===== src/rtl/rv_divide_issue.sv =====
// rv_divide_issue
//
// Issue/writeback sequencer placed between decode and the iterative divider.
// Accepts one DIV/DIVU/REM/REMU at a time and resolves the RISC-V special
// cases (rd = x0, divide by zero, signed overflow) in a single cycle without
// the divider. Every other operation launches the divider. The result is held
// until writeback takes it. A flush (x_kill_i) drops whatever is in flight.
//
// Ports
//   clk_i, rst_n_i                 clock, asynchronous active-low reset
//   x_kill_i                       pipeline flush
//   d_valid_i / d_ready_o          decode handshake
//   d_fun_i, d_rs1_i, d_rs2_i      funct3 and operands from decode
//   d_rd_i                         destination register
//   div_start_o / div_abort_o      one-cycle launch / cancel pulses
//   div_rs1_o, div_rs2_o           registered operands for the divider
//   div_fun_o                      registered funct3 for the divider
//   div_done_i, div_result_i       divider completion and value
//   w_valid_o / w_ready_i          writeback handshake
//   w_rd_o, w_result_o             destination and value for writeback

module rv_divide_issue (
    input  logic        clk_i,
    input  logic        rst_n_i,
    input  logic        x_kill_i,
    input  logic        d_valid_i,
    output logic        d_ready_o,
    input  logic [2:0]  d_fun_i,
    input  logic [31:0] d_rs1_i,
    input  logic [31:0] d_rs2_i,
    input  logic [4:0]  d_rd_i,
    output logic        div_start_o,
    output logic        div_abort_o,
    output logic [31:0] div_rs1_o,
    output logic [31:0] div_rs2_o,
    output logic [2:0]  div_fun_o,
    input  logic        div_done_i,
    input  logic [31:0] div_result_i,
    output logic        w_valid_o,
    input  logic        w_ready_i,
    output logic [4:0]  w_rd_o,
    output logic [31:0] w_result_o
);

    typedef enum logic [1:0] {
        S_IDLE = 2'd0,
        S_RUN  = 2'd1,
        S_HOLD = 2'd2
    } state_e;

    state_e      state_q, state_d;
    logic        start_q, start_d;
    logic        abort_q, abort_d;
    logic [31:0] div_rs1_q, div_rs1_d;
    logic [31:0] div_rs2_q, div_rs2_d;
    logic [2:0]  div_fun_q, div_fun_d;
    logic [4:0]  w_rd_q, w_rd_d;
    logic [31:0] w_result_q, w_result_d;

    logic        accept;
    logic        take_new;
    logic        is_rd_zero;
    logic        is_div_zero;
    logic        is_overflow;
    logic [31:0] fast_result;

    // Ready while idle, or while a held result is leaving this very cycle,
    // so a new operation can slip in behind the draining one.
    assign d_ready_o = !x_kill_i &&
                       ((state_q == S_IDLE) || ((state_q == S_HOLD) && w_ready_i));
    assign accept    = d_valid_i && d_ready_o;

    // Special-case classification of the operation currently on the decode
    // port. funct3[0] set means unsigned, funct3[1] set means remainder.
    always_comb begin
        is_rd_zero  = (d_rd_i == 5'd0);
        is_div_zero = (d_rs2_i == 32'd0);
        is_overflow = !d_fun_i[0] && (d_rs1_i == 32'h8000_0000) &&
                      (d_rs2_i == 32'hFFFF_FFFF);
        fast_result = 32'd0;
        if (is_div_zero) begin
            fast_result = d_fun_i[1] ? d_rs1_i : 32'hFFFF_FFFF;
        end else if (is_overflow) begin
            fast_result = d_fun_i[1] ? 32'd0 : 32'h8000_0000;
        end
    end

    // Next-state logic. A kill always wins over done/ready; a newly accepted
    // operation is classified identically whether it came from IDLE or HOLD.
    always_comb begin
        state_d    = state_q;
        start_d    = 1'b0;
        abort_d    = 1'b0;
        div_rs1_d  = div_rs1_q;
        div_rs2_d  = div_rs2_q;
        div_fun_d  = div_fun_q;
        w_rd_d     = w_rd_q;
        w_result_d = w_result_q;
        take_new   = 1'b0;

        case (state_q)
            S_IDLE: begin
                take_new = accept;
            end
            S_RUN: begin
                if (x_kill_i) begin
                    state_d = S_IDLE;
                    abort_d = 1'b1;
                end else if (div_done_i) begin
                    state_d    = S_HOLD;
                    w_result_d = div_result_i;
                end
            end
            S_HOLD: begin
                if (x_kill_i) begin
                    state_d = S_IDLE;
                end else if (w_ready_i) begin
                    state_d  = S_IDLE;
                    take_new = accept;
                end
            end
            default: begin
                state_d = S_IDLE;
            end
        endcase

        if (take_new) begin
            if (is_rd_zero) begin
                state_d = S_IDLE;
            end else if (is_div_zero || is_overflow) begin
                state_d    = S_HOLD;
                w_rd_d     = d_rd_i;
                w_result_d = fast_result;
            end else begin
                state_d   = S_RUN;
                start_d   = 1'b1;
                div_rs1_d = d_rs1_i;
                div_rs2_d = d_rs2_i;
                div_fun_d = d_fun_i;
                w_rd_d    = d_rd_i;
            end
        end
    end

    always_ff @(posedge clk_i or negedge rst_n_i) begin
        if (!rst_n_i) begin
            state_q    <= S_IDLE;
            start_q    <= 1'b0;
            abort_q    <= 1'b0;
            div_rs1_q  <= 32'd0;
            div_rs2_q  <= 32'd0;
            div_fun_q  <= 3'd0;
            w_rd_q     <= 5'd0;
            w_result_q <= 32'd0;
        end else begin
            state_q    <= state_d;
            start_q    <= start_d;
            abort_q    <= abort_d;
            div_rs1_q  <= div_rs1_d;
            div_rs2_q  <= div_rs2_d;
            div_fun_q  <= div_fun_d;
            w_rd_q     <= w_rd_d;
            w_result_q <= w_result_d;
        end
    end

    assign div_start_o = start_q;
    assign div_abort_o = abort_q;
    assign div_rs1_o   = div_rs1_q;
    assign div_rs2_o   = div_rs2_q;
    assign div_fun_o   = div_fun_q;
    assign w_valid_o   = (state_q == S_HOLD);
    assign w_rd_o      = w_rd_q;
    assign w_result_o  = w_result_q;

endmodule


===== config.mk =====
export PLATFORM = sky130hd
export DESIGN_NAME = rv_divide_issue
export DESIGN_NICKNAME = d
export VERILOG_FILES = /design/src/rtl/rv_divide_issue.sv
export SDC_FILE = /design/constraint.sdc
export NUM_CORES = 1
export LEC_CHECK = 0
export ABC_AREA = 1
export ABC_CLOCK_PERIOD_IN_PS = 2140
export CAP_MARGIN = 20
export CELL_PAD_IN_SITES_DETAIL_PLACEMENT = 0
export CELL_PAD_IN_SITES_GLOBAL_PLACEMENT = 2
export CORE_MARGIN = 1.5
export CORE_UTILIZATION = 24
export CTS_BUF_LIST = sky130_fd_sc_hd__clkbuf_16
export DETAILED_ROUTE_END_ITERATION = 10
export GPL_TIMING_DRIVEN = 0
export PLACE_DENSITY = 0.86
export SLEW_MARGIN = 20
export SYNTH_ARGS = -nofsm -noshare
export SYNTH_HDL_FRONTEND = slang
export SYNTH_SLANG_ARGS = --single-unit
export TNS_END_PERCENT = 10

===== constraint.sdc =====
create_clock -name clk_i -period 2.14 [get_ports clk_i]
set_clock_uncertainty 0.2 [all_clocks]
set_input_delay 0.428 -clock clk_i [delete_from_list [all_inputs] [get_ports clk_i]]
set_output_delay 0.428 -clock clk_i [all_outputs]
set_load 0.005 [all_outputs]

==> metrics.cfg, run 1 <==
[critical_path]
required_ns=2.18
crit_buf_inv=4
start_kind=primary input
crit_arrival_ns=2.09
r2r_start=state_q[1]
max_stage_delay_ns=0.42
crit_chain=clkdlybuf4s50_1 -> nor3_1 -> nor3b_4 -> nor2_4 -> buf_12 -> buf_6 -> buf_2 -> nand3_1 -> nand2_1
path_class=primary input to register
end_kind=register
cp_slowest_cell=clkdlybuf4s50_1
critPathMaxFanout=10
rr_endpoint=div_rs1_o[26]
path_delay_family=buffers and inverters
r2r_slack_ns=0.26
r2r_cells=8

[floorplanning]
boundaryPins=218
die_w_um=149.8
initial_core_util_pct=24.52
rows=53
dieArea_mm2=0.02244
die_h_um=149.8
core_area_mm2=0.02109

[synth]
ys_warn_count=0
netlist_area_mm2=0.005171
synth_nets=722
ys_seq_area_share_pct=52.26
avgSynthCellArea_um2=8.450
ys_types=31
ys_ff_latch=108
syn_inst=612

[routing]
vias=4840
firstDrtPassIters=4
via_per_inst=4.295
antenna_left=0
wl_um=17900
wire_per_inst_um=15.88
drtIter0Drc=183
remaining_drc_errors=0

[global_route]
grt.overflow.total=0
antenna_found_initial=1
grtUsageTotal_pct=16.23
grt_max_degree=73
grt_pass1_vias=4911
grt_pass1_wl_um=27810

[power]
ir_drop_uv=384.1
powerDensity_mw_per_mm2=1004
leakage_nw=4.205

[timing]
layout_min_cycle_time_ns=2.052
finalHoldViolCount=0
post-route-period-util_pct=95.87
layout_setup_ws_ns=0.08846
slew_headroom_pct=66.00
grt_setup_unrepaired=true
fmax_ghz=0.4874
slew_viol_final=0
tightest_slew_ns=0.5099
setup_viol=0

[finish]
fin_cells=1127
finalNetCount=956
drive_above_1_share_pct=13.40
mostFrequentLayoutCells=nand2_1, clkdlybuf4s50_1, dfrtp_1
fillers=2183
finish.instance_area_mm2=0.008260
regArea_mm2=0.002703
area_growth_syn_to_layout_pct=59.74
layout_commonest_cell=nand2_1
multiInputGateArea_mm2=0.002205

[min_path]
min_path_type=primary input to register
hold_depth=3
min_from=d_rs2_i[29]
min_to=div_rs2_o[29]

[placement]
place_inst=1105
place_ws_ns=-0.5185
gp_congestion=0.7851
place_area_mm2=0.007716
port_buffers=217
hpwl_um=13270

[clock_tree]
clk_latency_ns=0.35
htreeDepth=3
cts_root_buf=clkbuf_16
cts_buffers=9
cts.sinks=108
cts_buffer_depth=2
cts_tree=yes
clk_pin_slew_ns=0.07

[status]
status=completed

[flow_run]
drv_cap=0

-- cells by family (layout without fill, tap and decap cells) --
group,after synthesis,after routing,synth area share (%)
muxes,32,32,6.944
other,0,1,0
DFF,108,108,52.26
buffers and inverters,54,293,5.976
AOI/OAI and AO/OA,41,41,4.089
and+or+nand+nor,377,377,30.73
-- metal layers --
metal  GRT usage (%)  routed length, µm  part of all wire, %  vias up
met5               0                  0                    0        -
met4           4.804                311                  1.7        0
met3           3.811               1059                  5.9       19
met2           25.69               8154                   46      152
met1           21.97               8369                   47     2238
li1                -                  -                    -     2431
-- state kept, by name, summed over array words and instances (netlist names) --
signal / count
div_abort_o: 1
w_result_o: 32
w_rd_o: 5
div_fun_o: 3
div_rs2_o: 32
div_start_o: 1
div_rs1_o: 32
state_q: 2
-- what timing repair did --
action	4_1_cts	5_1_grt
resized for setup	19	71
buffers inserted	1	3
pin swaps	6	20
setup endpoints to repair	93	104
endpoints found under the hold margin	36	0
hold buffers	1	0
cloned	0	0
-- worst min-delay path, stage by stage --
cell and delay [ns]:
dlymetal6s2s_1 0.12, nand3_1 0.08, nand2_1 0.06
-- stage by stage --
| stage | TNS (ns) | total power, mW | util [%] | hold slack, ns |
|---|---|---|---|---|
| 5_1_grt | -0.04436 | 8.940 | 39.17 | 0.1841 |
| 2_1_floorplan | 0 | 4.489 | - | -0.06759 |
| 3_5_place_dp | -46.36 | 6.753 | 36.59 | 0.1557 |
| 3_3_place_gp | -496.60 | 6.725 | 36.45 | 0.2536 |
| 6_report | 0 | 8.297 | 39.17 | 0.1712 |
| 4_1_cts | -0.05249 | 8.449 | 38.18 | 0.2762 |
-- worst max-delay path by stage --
stage / from / to / slack [ns] / cells after the start
after floorplan: d_rd_i[3] / div_fun_o[0] / 0.39 / 7
after global placement: rst_n_i / div_rs2_o[12] / -4.17 / 1
after detailed placement: d_rs1_i[26] / state_q[0] / -0.52 / 11
after CTS: d_rs2_i[19] / state_q[0] / -0.009 / 14
after global routing: d_rd_i[3] / w_result_o[16] / -0.01 / 8
final: d_rd_i[3] / div_rs1_o[19] / 0.09 / 9
-- final cells by class --
type / instances / area share (%)
multi-input combinational: 450 / 26.69
sequential: 108 / 32.72
antenna: 1 / 0.03029
clock inverter: 7 / 0.6210
buffer: 34 / 3.363
tap: 275 / 4.165
timing repair buffer: 223 / 28.75
clock buffer: 9 / 2.726
inverter: 20 / 0.9391
-- where the power goes --
group / switching [mW] / internal, mW
combinational: 1.25 / 2.17
clock: 0.807 / 0.797
sequential: 0.436 / 2.84
-- synth_stat cells, drive strengths merged --
library cell	n	area (µm²)
mux2i	1	10.01
o2bb2ai	1	8.760
mux2	31	349.1
dfrtp	108	2703
nand2	215	842.1
nor3b	1	12.51
a21oi	2	10.01
and3	1	6.260
a21boi	1	7.510
nor2	82	325.3
buf	28	207.7
nand3	71	355.3
inv	20	75.07
nand4	5	37.53
o21ai	37	185.2
nor3	2	10.01
clkbuf	6	26.27
Power figures use the tool's default switching activity.
==> run 2, diff against run 1 <==
--- a/config.mk
+++ b/config.mk
@@ -21,3 +21,3 @@
 export SYNTH_HDL_FRONTEND = slang
 export SYNTH_SLANG_ARGS = --single-unit
-export TNS_END_PERCENT = 10
+export TNS_END_PERCENT = 100
--- a/constraint.sdc
+++ b/constraint.sdc
@@ -3,3 +3,3 @@
 set_input_delay 0.428 -clock clk_i [delete_from_list [all_inputs] [get_ports clk_i]]
 set_output_delay 0.428 -clock clk_i [all_outputs]
-set_load 0.005 [all_outputs]
+set_load 0.1 [all_outputs]
==> run 2 against run 1 <==
Worst hold slack gained 0.022 ns. Non-clock buffer count increased by 4. Routed wire length is 0.59% higher. Fmax fell by 1.4%. Sequential share of layout area decreased by 0.37 points. Clock-buffer cell count unchanged. Core utilization up 0.45 points. Critical path type unchanged. Critical endpoint is now div_rs1_o[5].
==> metrics.cfg, run 2 (synthesis gave the netlist of run 1 again) <==
[finish]
layout_commonest_cell=nand2_1
drive_above_1_share_pct=26.41  ; +13 points
regArea_mm2=0.002703  ; unchanged
multiInputGateArea_mm2=0.002226  ; +0.96%
fillers=2187  ; +0.18%
finalNetCount=960  ; +0.42%
finish.instance_area_mm2=0.008354  ; +1.1%
area_growth_syn_to_layout_pct=61.55
fin_util_pct=39.62  ; +0.45 points
mostFrequentLayoutCells=nand2_1, dfrtp_1, clkdlybuf4s15_2

[power]
powerDensity_mw_per_mm2=1682  ; +67%
leakage_nw=4.065  ; -3.3%
total_power_mw=14.05  ; +69%
ir_drop_uv=1035  ; +170%

[timing]
post-route-period-util_pct=97.18  ; +1.3 points
slew_headroom_pct=61.13  ; -4.9 points
finalHoldViolCount=0  ; unchanged
fmax_ghz=0.4808  ; -1.4%
fin_tns_setup_ns=0  ; unchanged
whs_ns=0.1929  ; +0.02164 ns
setup_viol=0  ; unchanged
tightest_slew_ns=0.5858  ; +0.07584 ns
slew_viol_final=0  ; unchanged
layout_min_cycle_time_ns=2.080  ; +0.02818 ns

[critical_path]
start_kind=primary input
critPathMaxFanout=10  ; unchanged
path_class=primary input to register
end_kind=register
r2r_cells=7  ; -1
crit_arrival_ns=2.12  ; +0.03 ns
required_ns=2.18  ; about the same

[routing]
via_per_inst=4.332  ; +0.88%
vias=4887  ; +0.97%
wire_per_inst_um=15.96  ; +0.50%
remaining_drc_errors=0  ; unchanged
firstDrtPassIters=4  ; unchanged
antenna_left=0  ; unchanged
wl_um=18000  ; +0.59%
drtIter0Drc=227  ; +24%

[status]
status=completed

[floorplanning]
dieArea_mm2=0.02244  ; unchanged
core_area_mm2=0.02109  ; unchanged
die_w_um=149.8  ; unchanged
boundaryPins=218  ; unchanged
initial_core_util_pct=24.52  ; unchanged
die_h_um=149.8  ; unchanged
rows=53  ; unchanged

[clock_tree]
clk_pin_slew_ns=0.07  ; about the same
cts_buffers=9  ; unchanged
cts_buffer_depth=2  ; unchanged
clk_latency_ns=0.35  ; about the same
cts_root_buf=clkbuf_16
cts.sinks=108  ; unchanged
cts_tree=yes
htreeDepth=3  ; unchanged

[global_route]
grt_pass1_wl_um=27540  ; -0.97%
antenna_found_initial=1  ; unchanged
grt_max_degree=62  ; -15%
grtUsageTotal_pct=16.10  ; -0.12 points
grt.overflow.total=0  ; unchanged
grt_pass1_vias=4976  ; +1.3%

[flow_run]
drv_cap=0  ; unchanged

[min_path]
min_path_type=primary input to register
hold_depth=3  ; unchanged

[placement]
gp_congestion=0.7711  ; -1.8%
hpwl_um=13240  ; -0.24%
place_area_mm2=0.007719  ; about the same
port_buffers=217  ; unchanged

[run 2: final timing paths]
kind / start / to / slack [ns]
max reg2reg: state_q[1] / div_rs2_o[13] / 0.29
min in group asynchronous: rst_n_i / w_rd_o[4] / 0.39
max: d_rs1_i[13] / div_rs1_o[5] / 0.06
max in group asynchronous: rst_n_i / div_rs2_o[4] / 0.66
min reg2reg: div_rs2_o[15] / div_rs2_o[15] / 0.27
min: d_rs2_i[25] / div_rs2_o[25] / 0.19
[run 2: what timing repair did]
action	CTS	global route
pin swaps	9	17
hold buffers	1	0
setup endpoints to repair	200	107
hold endpoints to repair	47	0
cloned	0	0
gates resized for setup	345	54
buffers inserted	3	5
[run 2: metrics by stage]
step | setup slack, ns | instances
after floorplan | 0.2028 | 612
after global placement | -4.170 | 1104
after detailed placement | -0.8241 | 1105
after CTS | 0.004020 | 1122
after global routing | -0.03579 | 1128
final | 0.06028 | 1128
[run 2: routing by layer]
layer / wire [µm] / up-vias / GRT usage (%)
met3: 1067 / 16 / 3.354
li1: - / 2436 / -
met4: 325 / 0 / 5.784
met5: 0 / - / 0
met1: 8422 / 2277 / 21.65
met2: 8185 / 158 / 25.53
[run 2: area by class of cell]
class / instances / share of cell area (%)
buffer: 34 / 3.205
sequential: 108 / 32.35
tap: 275 / 4.119
clock inverter: 4 / 0.5392
timing repair buffer: 227 / 29.49
clock buffer: 9 / 2.696
multi-input combinational: 450 / 26.64
inverter: 20 / 0.9286
antenna: 1 / 0.02995
[run 2: worst max-delay path, stage by stage]
cell and delay, ns:
clkdlybuf4s50_1 0.48, nor2_1 0.13, nand4_1 0.19, nor2_2 0.15, nand3_1 0.10, nand2_2 0.12
inv_4 0.08, buf_8 0.15, buf_6 0.14, nand3_1 0.08, nand2_1 0.06
[run 2: where the power goes]
part / total [mW] / internal, mW / switching, mW
Combinational: 9.12 / 1.93 / 7.20
Sequential: 3.29 / 2.84 / 0.450
Clock: 1.64 / 0.882 / 0.757
